[src/rtl/gtech_norn_pkg.sv]
// Shared limits and elaboration-time helpers for the NOR/OR reduction pipeline.
package gtech_norn_pkg;

  localparam int unsigned N_IN_MAX   = 16;
  localparam int unsigned WIDTH_MAX  = 64;
  localparam int unsigned STAGES_MAX = 4;

  typedef enum logic {
    MODE_NOR = 1'b0,
    MODE_OR  = 1'b1
  } norn_mode_e;

  // Smallest r with 2**r >= n (0 for n <= 1).
  function automatic int unsigned clog2(input int unsigned n);
    int unsigned r;
    r = 0;
    for (int unsigned i = 0; i < 32; i++) begin
      if ((64'd1 << i) < 64'(n)) r = i + 1;
    end
    return r;
  endfunction

  // Index of the first OR level evaluated in front of slice s.
  function automatic int unsigned stage_first(input int unsigned levels,
                                              input int unsigned stages,
                                              input int unsigned s);
    return (s * levels) / stages;
  endfunction

  // Number of OR levels evaluated in front of slice s; levels spread as evenly as possible.
  function automatic int unsigned stage_levels(input int unsigned levels,
                                               input int unsigned stages,
                                               input int unsigned s);
    return ((s + 1) * levels) / stages - (s * levels) / stages;
  endfunction

endpackage

[src/rtl/gtech_norn_stage.sv]
// One register slice of the pipeline: valid flag, data register and ready/advance logic.
module gtech_norn_stage
  import gtech_norn_pkg::*;
#(
  parameter int unsigned DW = 8
) (
  input  logic          clk,
  input  logic          rst,
  input  logic          valid_in,
  input  logic [DW-1:0] data_in,
  input  logic          ready_down,
  output logic          valid,
  output logic [DW-1:0] data,
  output logic          ready
);

  // The slice can take a new beat when it is empty or its content leaves this cycle.
  assign ready = !valid || ready_down;

  // Load on ready; data only moves with a real beat so an empty slice keeps its old contents.
  always_ff @(posedge clk) begin
    if (rst) begin
      valid <= 1'b0;
      data  <= '0;
    end else if (ready) begin
      valid <= valid_in;
      if (valid_in) data <= data_in;
    end
  end

endmodule

[src/rtl/gtech_norn_pipe.sv]
// Pipelined N-input bitwise NOR/OR with valid/ready handshake on both sides.
module gtech_norn_pipe
  import gtech_norn_pkg::*;
#(
  parameter int unsigned N_IN   = 4,
  parameter int unsigned WIDTH  = 8,
  parameter int unsigned STAGES = 2
) (
  input  logic                    CP,
  input  logic                    RST,
  input  logic [N_IN*WIDTH-1:0]   A,
  input  logic                    MODE,
  input  logic                    IN_VALID,
  output logic                    IN_READY,
  output logic [WIDTH-1:0]        Z,
  output logic                    OUT_VALID,
  input  logic                    OUT_READY
);

  localparam int unsigned DW     = N_IN * WIDTH;
  localparam int unsigned MW     = DW + 1;
  localparam int unsigned LEVELS = clog2(N_IN);

  if (N_IN < 2 || N_IN > N_IN_MAX || WIDTH < 1 || WIDTH > WIDTH_MAX ||
      STAGES < 1 || STAGES > STAGES_MAX) begin : g_param_error
    $error("gtech_norn_pipe: parameter out of range (N_IN=%0d WIDTH=%0d STAGES=%0d)",
           N_IN, WIDTH, STAGES);
  end

  // Applies tree levels [first, first+count) to the packed operand vector. The operand
  // count at every level is recomputed from N_IN so each slice knows which slots are live;
  // an odd operand at the end of a level passes straight through, dead slots read as zero.
  function automatic logic [DW-1:0] or_levels(input logic [DW-1:0] v,
                                              input int unsigned first,
                                              input int unsigned count);
    logic [DW-1:0]    cur;
    logic [DW-1:0]    nxt;
    logic [WIDTH-1:0] lo;
    logic [WIDTH-1:0] hi;
    int unsigned      cnt;
    cur = v;
    cnt = N_IN;
    for (int unsigned l = 0; l < LEVELS; l++) begin
      if (l >= first && l < first + count) begin
        nxt = '0;
        for (int unsigned j = 0; j < N_IN; j++) begin
          lo = WIDTH'(cur >> (2 * j * WIDTH));
          hi = (2 * j + 1 < cnt) ? WIDTH'(cur >> ((2 * j + 1) * WIDTH)) : '0;
          if (2 * j < cnt) nxt = nxt | (DW'(lo | hi) << (j * WIDTH));
        end
        cur = nxt;
      end
      cnt = (cnt + 1) / 2;
    end
    return cur;
  endfunction

  logic [MW-1:0] mid [STAGES];
  logic          vld [STAGES];
  logic          rdy [STAGES+1];

  assign rdy[STAGES] = OUT_READY;
  assign IN_READY    = rdy[0];
  assign OUT_VALID   = vld[STAGES-1];

  for (genvar s = 0; s < STAGES; s++) begin : g_slice
    localparam int unsigned FIRST = stage_first(LEVELS, STAGES, s);
    localparam int unsigned NLEV  = stage_levels(LEVELS, STAGES, s);

    logic [MW-1:0] src;
    logic          src_valid;
    logic [DW-1:0] red;

    if (s == 0) begin : g_head
      assign src       = {MODE, A};
      assign src_valid = IN_VALID;
    end else begin : g_body
      assign src       = mid[s-1];
      assign src_valid = vld[s-1];
    end

    // OR levels assigned to this slice, evaluated in front of its register.
    always_comb red = or_levels(src[DW-1:0], FIRST, NLEV);

    if (s < STAGES - 1) begin : g_mid
      gtech_norn_stage #(.DW(MW)) u_stage (
        .clk       (CP),
        .rst       (RST),
        .valid_in  (src_valid),
        .data_in   ({src[MW-1], red}),
        .ready_down(rdy[s+1]),
        .valid     (vld[s]),
        .data      (mid[s]),
        .ready     (rdy[s])
      );
    end else begin : g_last
      logic [WIDTH-1:0] result;

      // Inversion happens only here, using the MODE bit that travelled with the beat.
      always_comb begin
        result = red[WIDTH-1:0];
        if (norn_mode_e'(src[MW-1]) == MODE_NOR) result = ~red[WIDTH-1:0];
      end

      gtech_norn_stage #(.DW(WIDTH)) u_stage (
        .clk       (CP),
        .rst       (RST),
        .valid_in  (src_valid),
        .data_in   (result),
        .ready_down(rdy[s+1]),
        .valid     (vld[s]),
        .data      (Z),
        .ready     (rdy[s])
      );

      assign mid[s] = '0;
    end
  end

endmodule

[config.mk]
export PLATFORM = sky130hd
export DESIGN_NAME = gtech_norn_pipe
export DESIGN_NICKNAME = d
export VERILOG_FILES = /design/src/rtl/gtech_norn_pkg.sv /design/src/rtl/gtech_norn_stage.sv /design/src/rtl/gtech_norn_pipe.sv
export SDC_FILE = /design/constraint.sdc
export NUM_CORES = 1
export LEC_CHECK = 0
export CAP_MARGIN = 30
export CORE_ASPECT_RATIO = 0.5
export CORE_MARGIN = 2
export CORE_UTILIZATION = 39
export DETAILED_ROUTE_END_ITERATION = 8
export PLACE_DENSITY = 0.75
export SYNTH_ARGS = -nofsm -noshare
export SYNTH_HDL_FRONTEND = slang
export SYNTH_SLANG_ARGS = --single-unit
[constraint.sdc]
create_clock -name CP -period 1.1 [get_ports CP]
set_input_delay 0.22 -clock CP [delete_from_list [all_inputs] [get_ports CP]]
set_output_delay 0.22 -clock CP [all_outputs]
set_load 0.02 [all_outputs]
==> results of run 1 <==
power by group:
| group | switching [mW] | internal, mW | total, mW |
|---|---|---|---|
| sequential | 0.0434 | 1.05 | 1.10 |
| combinational | 0.257 | 0.315 | 0.573 |
| clock | 0.308 | 0.260 | 0.568 |
| total | 0.609 | 1.63 | 2.24 |
layout by cell type, fill, tap and decap left out, drive strengths merged:
cell | synthesis | final
a211oi | 24 | 24
nand3 | 1 | 1
nand3b | 1 | 1
and2 | 2 | 2
xnor2 | 8 | 8
dlygate4sd2 | 0 | 1
dfxtp | 27 | 27
inv | 2 | 2
clkbuf | 0 | 4
a21oi | 27 | 27
nor2 | 24 | 24
buf | 13 | 28
nand2b | 1 | 1
clkdlybuf4s50 | 0 | 35
a21bo | 1 | 1
through the flow:
stage | std cells | util, % | hold slack, ns | setup TNS [ns] | setup WS (ns)
CTS | 226 | 63.5 | 0.518 | -0.723 | -0.0934
global placement | 218 | 59.8 | 0.506 | -11.49 | -0.546
global route | 226 | 63.5 | 0.546 | -1.92 | -0.123
floorplan | 131 | - | 0.381 | 0 | 0.00102
finish | 226 | 63.5 | 0.528 | -0.693 | -0.0820
detailed placement | 218 | 59.8 | 0.515 | -12.11 | -0.548
registers in the layout, summed over array words and instances, names as in the netlist:
| signal | count |
|---|---|
| g_slice.g_last.u_stage.valid | 1 |
| g_slice.g_mid.u_stage.data | 17 |
| g_slice.g_mid.u_stage.valid | 1 |
| g_slice.g_last.u_stage.data | 8 |
layer usage:
layer	vias up	GRT usage, %	part of all wire, %
li1	569	-	-
met1	503	24.3	50
met2	28	24.8	43
met3	6	4.85	4.3
met4	0	9.03	2.4
met5	-	0	0
how the worst min path moves through the flow:
stage                                startpoint                                end  slack (ns)  cells past startpoint
6_report                              OUT_READY    g_slice[1].g_last.u_stage.valid        0.53                      4
5_1_grt                                    MODE  g_slice[0].g_mid.u_stage.data[32]        0.55                      3
4_1_cts                                    MODE  g_slice[0].g_mid.u_stage.data[32]        0.52                      3
3_5_place_dp   g_slice[0].g_mid.u_stage.data[0]   g_slice[0].g_mid.u_stage.data[0]        0.52                      2
3_3_place_gp   g_slice[0].g_mid.u_stage.data[1]   g_slice[0].g_mid.u_stage.data[1]        0.51                      2
2_1_floorplan                              MODE  g_slice[0].g_mid.u_stage.data[32]        0.38                      2
layout make-up:
class                           count  area (um^2)
Sequential cell                    27          546
Tap cell                           40         50.0
Inverter                            2         7.51
Clock buffer                        4         45.0
Timing Repair Buffer               64          617
Fill cell                         251         1110
Multi-Input combinational cell     89          658
worst max-delay path, delay by kind of cell, from the launching register on:
kind / cells / cell delay (ns)
buffers and inverters: 2 / 0.24
AND/OR/NAND/NOR: 1 / 0.08
flip-flops: 1 / 0.37
repair_timing:
action / CTS / global route
gates resized for setup: 55 / 6
gates cloned: 1 / 0
pin swaps: 1 / 3
buffers inserted: 3 / 0
endpoints found under the setup margin: 34 / 29
kinds of logic (layout without fill, tap and decap cells):
kind of cell | count (synthesis) | in the layout | share of synthesized area [%]
AO/OA/AOI/OAI | 52 | 52 | 33.0
buffers and inverters | 15 | 70 | 7.76
flip-flops | 27 | 27 | 43.0
AND/OR/NAND/NOR | 29 | 29 | 10.6
XOR/XNOR | 8 | 8 | 5.57
==> reports/metrics.yaml, run 1 <==
clock_tree:
  clk_pin_slew_ns: 0.09
  cts_made_buffers: 3
  clock_latency_ns: 0.28
  hold_buffers: 0
  cts_sinks: 27
  cts-htree-levels: 1
  root_buffer: "clkbuf_8"
  cts_tree: "yes"
  clockBufferDepth: 2
synth:
  synth_async_sr_flop_share_pct: 0
  ys_types: 15
  ys_top_cells_by_area: "dfxtp_1, a211oi_2, a21oi_1"
  synth_top_area_share_pct: 43.0
  ys_seq_area_share_pct: 43.0
  syn_area_per_cell_um2: 9.60
  yosysTopAreaCell: "dfxtp_1"
  synth_nets: 168
  ys_ff_latch: 27
  synth_ff_type: "dfxtp_1"
  netlist_top_cells_count: "a21oi_1, dfxtp_1, nor2_1, a211oi_2, buf_2"
  syn-cell-area_mm2: 0.00126
  synth_edf_count: 0
  netlist_instances: 131
  yosys_warnings: 0
worst_hold_path:
  hp-class: "in -> reg"
timing:
  drv_slew: 0
  relSlewSlack_pct: 85.7
  period_minus_slack_ns: 1.18
  fin_ws_ns: -0.0820
  finClkSkew_ns: 0.00347
  fin_crit_sh_pct: 107
  worstMarginPinSlew_ns: 0.212
  setup_viol: 18
  hold_viol: 0
  max_clock_freq_ghz: 0.846
  rsz0062_at_grt: "yes"
worst_setup_path:
  critPathArrivalTime_ns: 0.96
  path_cells: "nand3b_4 -> buf_6 -> buf_6"
  cp_slowest_cell: "dfxtp_4"
  cp-start-kind: "flip-flop"
  reg2reg_depth: 5
  crit_start: "g_slice[1].g_last.u_stage.valid"
  timing.rr.end: "g_slice[0].g_mid.u_stage.data[14]"
  worstPathRequired_ns: 0.88
  critical_path_class: "reg -> out"
  r2r_start: "g_slice[1].g_last.u_stage.valid"
  crit_path_end: "IN_READY"
  critPathCaptureType: "output pin"
  cpMostUsedCell: "buf_6"
  worst-path-max-fanout: 2
  reg2reg_slack_ns: -0.05
  slowest_delay_ns: 0.37
place:
  dpl-instance-area_mm2: 0.00181
  dp_hpwl_mm: 2.01
  place_congestion: 0.704
  io_buffers: 46
finish:
  drive_gt1_share_pct: 33.3
  syn2layout_area_growth_pct: 52.9
  nNetsFinal: 224
  final_area_mm2: 0.00192
  antenna_cells: 0
run_status:
  violations: "setup timing"
  status: "finished, violations left"
floorplanning:
  fp.dieArea_mm2: 0.00372
  start_util_pct: 41.5
  fp.dieH_um: 44.2
  die_width_um: 84.3
  fp-row-count: 14
  io_pins: 47
  core_mm2: 0.00303
grt:
  grt_antenna_before_repair: 0
  grt_pass1_wl_mm: 4.97
  grt_usage_pct: 17.4
  grt_pass1_vias: 1042
  grt_max_degree: 28
  grt_overflow: 0
route:
  ant_nets: 0
  drtPass1Iterations: 4
  drt-wirelength-per-cell_um: 13.1
  first_iter_violations: 44
  remaining_drc_errors: 0
  viasPerCell: 4.89
  routed_wl_mm: 2.95
  dr_total_vias: 1106
job:
  maxCapViolCount: 0
power:
  powerDensity_mw_per_mm2: 1160
  ir_worst_vdd_mv: 0.793
  leakagePower_nw: 0.751
  finalPower_mw: 2.24
Note: power is estimated with default switching activity, not from simulation.
==> run 2, diff against run 1 <==
--- a/config.mk
+++ b/config.mk
@@ -6,7 +6,6 @@
 export NUM_CORES = 1
 export LEC_CHECK = 0
 export CAP_MARGIN = 30
-export CORE_ASPECT_RATIO = 0.5
 export CORE_MARGIN = 2
 export CORE_UTILIZATION = 39
 export DETAILED_ROUTE_END_ITERATION = 8
==> reports/metrics.yaml, run 2 (synthesized netlist as in run 1, its figures left out) <==
run_status:
  status: "finished, violations left"  # unchanged
  violations: "setup timing"  # unchanged
route:
  first_iter_violations: 22  # was 44
  routed_wl_mm: 2.76  # was 2.95 mm
  viasPerCell: 4.93  # was 4.89
  dr_total_vias: 1089  # was 1106
  ant_nets: 0  # unchanged
  drtPass1Iterations: 4  # unchanged
  remaining_drc_errors: 0  # unchanged
  drt-wirelength-per-cell_um: 12.5  # was 13.1 um
clock_tree:
  cts_made_buffers: 3  # unchanged
  post_cts_buffers: 0  # was 3
  clockBufferDepth: 2  # unchanged
  cts-htree-levels: 1  # unchanged
  cts_sinks: 27  # unchanged
  clk_pin_slew_ns: 0.14  # was 0.09 ns
  clock_latency_ns: 0.32  # was 0.28 ns
  cts_tree: "yes"  # unchanged
  root_buffer: "clkbuf_4"  # was clkbuf_8
timing:
  hold_viol: 0  # unchanged
  rsz0062_at_grt: "yes"  # unchanged
  relSlewSlack_pct: 85.6  # was 85.7%
  worstMarginPinSlew_ns: 0.214  # was 0.212 ns
  drv_slew: 0  # unchanged
  max_clock_freq_ghz: 0.865  # was 0.846 GHz
  fin_tns_setup_ns: -0.0561  # was -0.693 ns
  finClkSkew_ns: 0.00363  # was 0.00347 ns
  fin_ws_ns: -0.0561  # was -0.0820 ns
  fin_crit_sh_pct: 105  # was 107%
  whs_ns: 0.370  # was 0.528 ns
  period_minus_slack_ns: 1.16  # was 1.18 ns
  setup_viol: 1  # was 18
finish:
  layout_common_cells: "clkdlybuf4s50_1, a21oi_1, nor2_1, dfxtp_1, a211oi_2"  # was clkdlybuf4s50_1, a21oi_1, dfxtp_1, nor2_1, a211oi_2
  largest_reg_flops: 17  # unchanged
  nFillCells: 289  # was 251
  reg_top3: "g_slice.g_mid.u_stage.data x17, g_slice.g_last.u_stage.data x8"  # unchanged
  antenna_cells: 0  # unchanged
  utilization_pct: 59.8  # was 63.5%
  layout_commonest_cell: "clkdlybuf4s50_1"  # unchanged
  drive_gt1_share_pct: 29.4  # was 33.3%
  final_area_mm2: 0.00182  # was 0.00192 mm^2
  nNetsFinal: 215  # was 224
  top_register: "g_slice.g_mid.u_stage.data"  # unchanged
  final_cell_count_no_fill: 221  # was 226
  syn2layout_area_growth_pct: 45.1  # was 52.9%
place:
  place_ws_ns: -0.562  # was -0.548 ns
  placed_cells: 217  # was 218
  io_buffers: 46  # unchanged
  place_congestion: 0.726  # was 0.704
  dp_hpwl_mm: 2.08  # was 2.01 mm
  dpl-instance-area_mm2: 0.00179  # was 0.00181 mm^2
worst_setup_path:
  crit_start: "g_slice[1].g_last.u_stage.valid"  # unchanged
  reg2reg_slack_ns: 0.01  # was -0.05 ns
  r2r_start: "g_slice[1].g_last.u_stage.valid"  # unchanged
  critPathArrivalTime_ns: 0.94  # was 0.96 ns
  timing.rr.end: "g_slice[0].g_mid.u_stage.data[15]"  # was g_slice[0].g_mid.u_stage.data[14]
  worstPathRequired_ns: 0.88  # about the same
  reg2reg_depth: 4  # was 5
  critical_path_class: "reg -> out"  # unchanged
  cp-start-kind: "flip-flop"  # unchanged
  crit_path_end: "IN_READY"  # unchanged
  worst-path-max-fanout: 3  # was 2
  critPathCaptureType: "output pin"  # unchanged
grt:
  grt_pass1_vias: 1043  # was 1042
  grt_antenna_before_repair: 0  # unchanged
  grt_overflow: 0  # unchanged
  grt_usage_pct: 16.1  # was 17.4%
  grt_max_degree: 28  # unchanged
  grt_pass1_wl_mm: 4.49  # was 4.97 mm
floorplanning:
  core_mm2: 0.00305  # was 0.00303 mm^2
  die_width_um: 60.8  # was 84.3 um
  fp.dieArea_mm2: 0.00369  # was 0.00372 mm^2
  fp-row-count: 20  # was 14
  start_util_pct: 41.2  # was 41.5%
  io_pins: 47  # unchanged
  fp.dieH_um: 60.8  # was 44.2 um
power:
  leakagePower_nw: 0.699  # was 0.751 nW
  ir_worst_vdd_mv: 0.600  # was 0.793 mV
  finalPower_mw: 2.06  # was 2.24 mW
  powerDensity_mw_per_mm2: 1130  # was 1160 mW/mm^2
job:
  maxCapViolCount: 0  # unchanged
worst_hold_path:
  hp-class: "in -> reg"  # unchanged
[run 2: power by group]
group	switching, mW	internal (mW)	total [mW]
combinational	0.245	0.296	0.541
clock	0.286	0.136	0.423
sequential	0.0398	1.05	1.09
total	0.571	1.49	2.06
[run 2: worst min path at each step]
stage                                   endpoint  cells past startpoint  slack (ns)                              from
6_report         g_slice[1].g_last.u_stage.valid                      4        0.37                         OUT_READY
5_1_grt          g_slice[1].g_last.u_stage.valid                      4        0.40                         OUT_READY
4_1_cts        g_slice[0].g_mid.u_stage.data[13]                      3        0.47                             A[21]
3_5_place_dp    g_slice[0].g_mid.u_stage.data[1]                      2        0.52  g_slice[0].g_mid.u_stage.data[1]
3_3_place_gp    g_slice[0].g_mid.u_stage.data[0]                      2        0.51  g_slice[0].g_mid.u_stage.data[0]
2_1_floorplan  g_slice[0].g_mid.u_stage.data[32]                      2        0.38                              MODE
[run 2: cell type report]
type	instances	area, um^2	share of cell area, %
well taps	44	55.1	3.02
inverters	2	7.51	0.412
flip-flops and latches	27	547	30.0
multi-input cells	89	647	35.5
repair buffers	55	541	29.6
clock inverters	1	5.00	0.274
clock buffers	3	22.5	1.23
[run 2: metal layers]
layer | share of wire (%) | track usage, % | vias to the layer above
met5 | 0 | 0 | -
met1 | 45 | 19.6 | 509
met3 | 3.3 | 1.28 | 2
met2 | 51 | 29.3 | 24
li1 | - | - | 554
met4 | 0.98 | 6.52 | 0
[run 2: timing repair]
| item | 4_1_cts | 5_1_grt |
|---|---|---|
| cloned | 0 | 0 |
| hold buffers | 0 | 0 |
| endpoints found under the setup margin | 24 | 23 |
| resized for setup | 43 | 15 |
[run 2: critical path, stage by stage (launching register included)]
cell and delay (ns):
dfxtp_4 0.39, nand3b_4 0.09, buf_6 0.14
